--- config.mk ---
export PLATFORM = sky130hd
export DESIGN_NAME = mbist_mbisr_ctrl
export DESIGN_NICKNAME = d
export VERILOG_FILES = /design/src/rtl/mbist_pkg.sv /design/src/rtl/mbisr_remap_table.sv /design/src/rtl/mbist_mbisr_ctrl.sv
export SDC_FILE = /design/constraint.sdc
export NUM_CORES = 1
export LEC_CHECK = 0
export BUFFER_PORTS_ARGS = -buffer_cell sky130_fd_sc_hd__buf_4
export CAP_MARGIN = 10
export CORE_MARGIN = 1.5
export CORE_UTILIZATION = 56
export DETAILED_ROUTE_END_ITERATION = 16
export PLACE_DENSITY = 0.8
export SETUP_SLACK_MARGIN = 0.4
export SLEW_MARGIN = 20
export SYNTH_ARGS = -nofsm -noshare
export SYNTH_HDL_FRONTEND = slang
export SYNTH_SLANG_ARGS = --single-unit
--- constraint.sdc ---
create_clock -name clk -period 3.41 [get_ports clk]
set_input_delay 0.1705 -clock clk [delete_from_list [all_inputs] [get_ports clk]]
set_output_delay 0.1705 -clock clk [all_outputs]
set_load 0.005 [all_outputs]
--- src/rtl/mbist_pkg.sv ---
// Shared types and March algorithm tables for the memory BIST/BISR controller.
package mbist_pkg;

  typedef enum logic [2:0] {
    IDLE,
    WR,
    RD,
    CMP,
    NEXT_ADDR,
    NEXT_ELEM,
    DONE
  } state_t;

  // One March element: direction plus up to two operations.
  // Each op is a write/read flag and the background bit (0 = all-0, 1 = all-1).
  // For reads the background is the expected data, for writes the data written.
  typedef struct packed {
    logic down;
    logic two_ops;
    logic op0_wr;
    logic op0_val;
    logic op1_wr;
    logic op1_val;
  } march_elem_t;

  localparam logic MARCH_MATS   = 1'b0;
  localparam logic MARCH_CMINUS = 1'b1;

  localparam logic [2:0] MATS_LAST_ELEM   = 3'd2;
  localparam logic [2:0] CMINUS_LAST_ELEM = 3'd5;

  // Field order: {down, two_ops, op0_wr, op0_val, op1_wr, op1_val}; unused slots are zero.
  localparam march_elem_t MATS_TBL [8] = '{
    6'b001000,  // up(w0)
    6'b010011,  // up(r0,w1)
    6'b110110,  // down(r1,w0)
    6'b000000,
    6'b000000,
    6'b000000,
    6'b000000,
    6'b000000
  };

  localparam march_elem_t CMINUS_TBL [8] = '{
    6'b001000,  // up(w0)
    6'b010011,  // up(r0,w1)
    6'b010110,  // up(r1,w0)
    6'b110011,  // down(r0,w1)
    6'b110110,  // down(r1,w0)
    6'b100000,  // down(r0)
    6'b000000,
    6'b000000
  };

  function automatic march_elem_t elem_lookup(input logic sel, input logic [2:0] idx);
    return sel ? CMINUS_TBL[idx] : MATS_TBL[idx];
  endfunction

  function automatic logic [2:0] last_elem_idx(input logic sel);
    return sel ? CMINUS_LAST_ELEM : MATS_LAST_ELEM;
  endfunction

endpackage

--- src/rtl/mbisr_remap_table.sv ---
// Spare-row remap table: appends faulty addresses in order and looks up a
// single address against all valid entries (lowest index wins).
module mbisr_remap_table
  import mbist_pkg::*;
#(
  parameter int ADDR_W     = 4,
  parameter int NUM_SPARES = 2,
  parameter int IDX_W      = 1,
  parameter int CNT_W      = 2
) (
  input  logic              clk,
  input  logic              rst,
  input  logic              clear,
  input  logic              append,
  input  logic [ADDR_W-1:0] append_addr,
  input  logic [ADDR_W-1:0] lookup_addr,
  output logic              hit,
  output logic [IDX_W-1:0]  idx,
  output logic              full,
  output logic [CNT_W-1:0]  count
);

  logic [ADDR_W-1:0]     entry [NUM_SPARES];
  logic [NUM_SPARES-1:0] valid;
  logic [CNT_W-1:0]      cnt;

  assign full  = (cnt == CNT_W'(NUM_SPARES));
  assign count = cnt;

  // Valid bits and fill count; the next free slot is always entry[cnt].
  always_ff @(posedge clk or posedge rst) begin
    if (rst) begin
      valid <= '0;
      cnt   <= '0;
    end else if (clear) begin
      valid <= '0;
      cnt   <= '0;
    end else if (append && !full) begin
      for (int i = 0; i < NUM_SPARES; i++) begin
        if (cnt == CNT_W'(i)) valid[i] <= 1'b1;
      end
      cnt <= cnt + 1'b1;
    end
  end

  // Entry payload; meaningless until its valid bit is set, so no reset.
  always_ff @(posedge clk) begin
    if (append && !full) begin
      for (int i = 0; i < NUM_SPARES; i++) begin
        if (cnt == CNT_W'(i)) entry[i] <= append_addr;
      end
    end
  end

  // Associative lookup; scanning downward lets the lowest matching index win.
  always_comb begin
    hit = 1'b0;
    idx = '0;
    for (int i = NUM_SPARES - 1; i >= 0; i--) begin
      if (valid[i] && (entry[i] == lookup_addr)) begin
        hit = 1'b1;
        idx = IDX_W'(i);
      end
    end
  end

endmodule

--- src/rtl/mbist_mbisr_ctrl.sv ---
// March-based memory BIST with spare-row repair logging and functional remap.
module mbist_mbisr_ctrl
  import mbist_pkg::*;
#(
  parameter int  ADDR_W     = 4,
  parameter int  DATA_W     = 8,
  parameter int  NUM_SPARES = 2,
  localparam int IDX_W      = (NUM_SPARES > 1) ? $clog2(NUM_SPARES) : 1,
  localparam int CNT_W      = $clog2(NUM_SPARES + 1)
) (
  input  logic              clk,
  input  logic              rst,
  input  logic              start,
  input  logic              march_sel,
  output logic [ADDR_W-1:0] mem_addr,
  output logic [DATA_W-1:0] mem_wdata,
  output logic              mem_we,
  output logic              mem_re,
  input  logic [DATA_W-1:0] mem_rdata,
  input  logic [ADDR_W-1:0] func_addr,
  output logic              remap_hit,
  output logic [IDX_W-1:0]  remap_idx,
  output logic              busy,
  output logic              done,
  output logic              fail,
  output logic              repaired,
  output logic [CNT_W-1:0]  fault_cnt
);

  function automatic logic [DATA_W-1:0] background(input logic v);
    return {DATA_W{v}};
  endfunction

  state_t            state, state_nxt;
  logic              march_r;
  logic [2:0]        elem_r, elem_nxt;
  logic              op_r, op_nxt;
  logic [ADDR_W-1:0] addr_r, addr_nxt;
  logic              fail_r;

  march_elem_t       cur, nxt_e;
  logic              cur_val;
  logic              last_addr;
  logic              mismatch;
  logic              launch, advance, set_fail;
  logic              tbl_clear, tbl_append;
  logic              tbl_hit, tbl_full;
  logic [IDX_W-1:0]  tbl_idx;
  logic [CNT_W-1:0]  tbl_cnt;
  logic [ADDR_W-1:0] tbl_lookup;

  // Current element / operation decode.
  always_comb begin
    cur       = elem_lookup(march_r, elem_r);
    cur_val   = op_r ? cur.op1_val : cur.op0_val;
    last_addr = cur.down ? (addr_r == '0) : (addr_r == '1);
    mismatch  = (mem_rdata != background(cur_val));
  end

  // Next-state logic; address and element advance are folded into the last op cycle.
  always_comb begin
    state_nxt  = state;
    elem_nxt   = elem_r;
    op_nxt     = op_r;
    addr_nxt   = addr_r;
    nxt_e      = cur;
    launch     = 1'b0;
    advance    = 1'b0;
    set_fail   = 1'b0;
    tbl_clear  = 1'b0;
    tbl_append = 1'b0;
    case (state)
      IDLE, DONE: begin
        if (start) begin
          launch    = 1'b1;
          tbl_clear = 1'b1;
          nxt_e     = elem_lookup(march_sel, 3'd0);
          elem_nxt  = 3'd0;
          op_nxt    = 1'b0;
          addr_nxt  = nxt_e.down ? '1 : '0;
          state_nxt = nxt_e.op0_wr ? WR : RD;
        end
      end
      WR:  advance = 1'b1;
      RD:  state_nxt = CMP;
      CMP: begin
        advance = 1'b1;
        if (mismatch && !tbl_hit) begin
          if (!tbl_full) begin
            tbl_append = 1'b1;
          end else begin
            // More distinct faults than spares: abandon the test.
            set_fail  = 1'b1;
            advance   = 1'b0;
            state_nxt = DONE;
          end
        end
      end
      default: state_nxt = IDLE;
    endcase

    if (advance) begin
      if (cur.two_ops && !op_r) begin
        op_nxt    = 1'b1;
        state_nxt = cur.op1_wr ? WR : RD;
      end else if (!last_addr) begin
        op_nxt    = 1'b0;
        addr_nxt  = cur.down ? (addr_r - 1'b1) : (addr_r + 1'b1);
        state_nxt = cur.op0_wr ? WR : RD;
      end else if (elem_r != last_elem_idx(march_r)) begin
        nxt_e     = elem_lookup(march_r, elem_r + 3'd1);
        elem_nxt  = elem_r + 3'd1;
        op_nxt    = 1'b0;
        addr_nxt  = nxt_e.down ? '1 : '0;
        state_nxt = nxt_e.op0_wr ? WR : RD;
      end else begin
        state_nxt = DONE;
      end
    end
  end

  // Controller registers; reset aborts any run in progress.
  always_ff @(posedge clk or posedge rst) begin
    if (rst) begin
      state   <= IDLE;
      march_r <= MARCH_MATS;
      elem_r  <= '0;
      op_r    <= 1'b0;
      addr_r  <= '0;
      fail_r  <= 1'b0;
    end else begin
      state  <= state_nxt;
      elem_r <= elem_nxt;
      op_r   <= op_nxt;
      addr_r <= addr_nxt;
      if (launch) begin
        march_r <= march_sel;
        fail_r  <= 1'b0;
      end else if (set_fail) begin
        fail_r <= 1'b1;
      end
    end
  end

  // During the test the table answers "already logged?"; otherwise it serves functional remap.
  assign tbl_lookup = busy ? addr_r : func_addr;

  mbisr_remap_table #(
    .ADDR_W     (ADDR_W),
    .NUM_SPARES (NUM_SPARES),
    .IDX_W      (IDX_W),
    .CNT_W      (CNT_W)
  ) u_remap_table (
    .clk         (clk),
    .rst         (rst),
    .clear       (tbl_clear),
    .append      (tbl_append),
    .append_addr (addr_r),
    .lookup_addr (tbl_lookup),
    .hit         (tbl_hit),
    .idx         (tbl_idx),
    .full        (tbl_full),
    .count       (tbl_cnt)
  );

  assign busy      = (state != IDLE) && (state != DONE);
  assign done      = (state == DONE);
  assign fail      = fail_r;
  assign fault_cnt = tbl_cnt;
  assign repaired  = done & ~fail_r & (tbl_cnt != '0);
  assign remap_hit = ~busy & tbl_hit;
  assign remap_idx = busy ? '0 : tbl_idx;
  assign mem_addr  = addr_r;
  assign mem_we    = (state == WR);
  assign mem_re    = (state == RD);
  assign mem_wdata = (state == WR) ? background(cur_val) : '0;

endmodule

==> flow_summary.yaml <==
status:
  status: "finished, final reports clean"
worst_setup_path:
  ff2ff_path_depth: 8
  r2r-start: "elem_r[0]"
  crit_fanout: 6
  cp.arrival_ps: 2730
  start_kind: "flop"
  crit_type: "flop to flop"
  rr_endpoint: "u_remap_table.entry[0][0]"
  crit_required_ps: 3440
  end_kind: "flop"
  reg2reg_slack_ps: 710
synth:
  synth_xor_area_share_pct: 6.994
  ys_ff_latch: 25
  yosysUniqueCellTypes: 58
  synth_edf_count: 8
  synth_top_area_share_pct: 20.86
  synth_top_family_by_area: "simple AND/OR/NAND/NOR gates"
  ys_seq_area_share_pct: 32.64
  syn_inst: 219
  synth_top_area_cell: "dfrtp_1"
  synth_simple_gate_area_share_pct: 24.85
  synthTopCellsByArea: "dfrtp_1 (21%), edfxtp_1 (12%), ha_1 (7.4%)"
  syn_nets: 248
  ys.flop_type: "dfrtp_1"
  async_reset_ff_share_pct: 68.00
  synth_adder_area_share_pct: 8.344
  synth_area_per_cell_um2: 9.313
  yosysWarnings: 0
  synth-compound-area-share_pct: 16.20
  synthesis.area_mm2: 0.002039
  synth_mux_area_share_pct: 3.497
sta:
  setup_tns_ps: 0
  relSlewSlack_pct: 55.24
  tightest_slew_ps: 670.7
  rsz0062_at_grt: "false"
  max_freq_ghz: 0.3702
  setup_viol: 0
  post-route-period-util_pct: 79.22
  drv_slew: 0
  period_minus_slack_ps: 2701
  hold_viol_final: 0
  fin_skew_ps: 2.567
route:
  top_layer: "met4"
  drt_pass1_iterations: 4
  route.met2.wl_um: 1995
  wl_um: 4107
  wl_per_cell_um: 14.16
  drc_errors: 0
  viasPerCell: 5.748
  wirelength_met1_um: 1936
  drt_iter0_drc: 96
  antenna_left: 0
  wl_met3_um: 130
  vias: 1667
final_layout:
  drive_gt1_share_pct: 21.31
  final_cell_mix: "buf_4 (37), nor2_1 (18), dfrtp_1 (17), nand2_1 (16), a21oi_1 (13)"
  layout.cells.non_filler: 290
  area_growth_pct: 12.94
  layout_commonest_cell: "buf_4"
  final_net_count: 274
  insertedDiodeCount: 0
grt:
  grt_pass1_wl_um: 6982
  grt.total_usage_pct: 21.79
  grt_start_max_net_pins: 18
  grt-ovfl-total: 0
  antenna_found_initial: 0
  grt_pass1_vias: 1508
floorplanning:
  fp.dieH_um: 63.35
  pin_count: 38
  die-area_mm2: 0.004013
  rows: 21
  initial_utilization_pct: 59.71
  fp.coreArea_mm2: 0.003416
  die_x_um: 63.35
cts:
  cts_tree: "done"
  clock_sinks: 25
  post-cts-setup-buffer-count: 0
  clock_latency_ps: 320
  clockRootBuffer: "clkbuf_4"
  cts_max_path_buffers: 2
  clk_pin_slew_worst_paths_ps: 130
  htreeDepth: 1
  numCtsBuffers: 3
placement:
  place_congestion: 0.8178
  dp_cells: 285
  port_buffers: 37
  post-dp-hpwl_um: 3112
worst_hold_path:
  hp-class: "input port to flop"
  hold_path_end: "march_r"
  hp-start: "march_sel"
  hold_depth: 3
flow_run:
  drv_cap: 0
power_and_ir_drop:
  p_leak_uw: 0.0009990
  powerDensity_mw_per_mm2: 604.6
  irDropWorstVdd_mv: 0.3999
[worst max path at each step]
stage	cells past startpoint	slack (ps)	start	to
floorplan	10	940	elem_r[0]	elem_r[0]
global placement	9	810	elem_r[0]	elem_r[0]
detailed placement	9	730	elem_r[0]	elem_r[0]
CTS	9	710	elem_r[0]	elem_r[0]
global route	8	490	elem_r[1]	u_remap_table.entry[0][6]
finish	8	710	elem_r[0]	u_remap_table.entry[0][0]
[flip-flops by register name (all words and copies together) (netlist names), 2 cells and up]
signal               count
elem_r                   3
state                    3
mem_addr                 4
u_remap_table.entry      8
u_remap_table.valid      2
u_remap_table.count      2
[timing repair]
action / 4_1_cts / 5_1_grt
resized for setup: 0 / 0
hold buffers: 1 / 0
endpoints found under the hold margin: 17 / 0
[per-layer routing]
layer | GRT usage (%) | vias up
met4 | 5.978 | 0
li1 | - | 830
met5 | 0 | -
met3 | 3.214 | 4
met2 | 36.18 | 29
met1 | 29.71 | 804
[cell usage after synthesis (6+ instances only)]
cell type	number
nor2_1	18
inv_1	12
nand2b_1	6
edfxtp_1	8
ha_1	12
dfrtp_1	17
buf_4	9
mux2i_1	6
nor2b_1	6
a21oi_1	13
nand2_1	16
[critical path, cell delays in order, from the launching register on]
cell and delay (ps):
dfrtp_1 470, inv_1 200, ha_1 180, or3b_1 340
o311ai_1 120, o21a_1 190, o21ai_1 110, nor4b_2 480
and2_1 330
[logic make-up after synthesis]
family / Yosys count
AOI/OAI and AO/OA: 48
xor gates and xnor gates: 12
buffers and inverters: 29
and+or+nand+nor: 85
DFF: 25
adders and majority gates: 13
muxes: 7
[power by group]
part / switching (uW) / total [uW] / leakage (uW) / internal (uW)
registers: 166 / 564 / 0.000297 / 398
logic: 353 / 696 / 0.000687 / 343
clock network: 86.7 / 133 / 0.0000150 / 45.8
[through the flow]
stage / hold WS [ps] / worst slack (ps) / utilization, % / cell area [um^2] / total power [uW]
floorplan: 96.57 / 941.9 / - / 2039 / 1055
global placement: 288.8 / 805.1 / 66.37 / 2267 / 1250
detailed placement: 303.4 / 725.6 / 66.37 / 2267 / 1265
CTS: 30.63 / 707.4 / 67.44 / 2303 / 1398
global route: 40.05 / 491.5 / 67.44 / 2303 / 1510
finish: 35.10 / 708.5 / 67.44 / 2303 / 1393
[layout make-up]
class | count | area [um^2]
multi-input combinational | 165 | 1221
sequential | 25 | 665.6
tap | 46 | 57.56
inverter | 12 | 45.04
timing repair buffer | 38 | 287.8
fill | 285 | 1112
clock buffer | 4 | 26.28
Power figures use the tool's default switching activity.
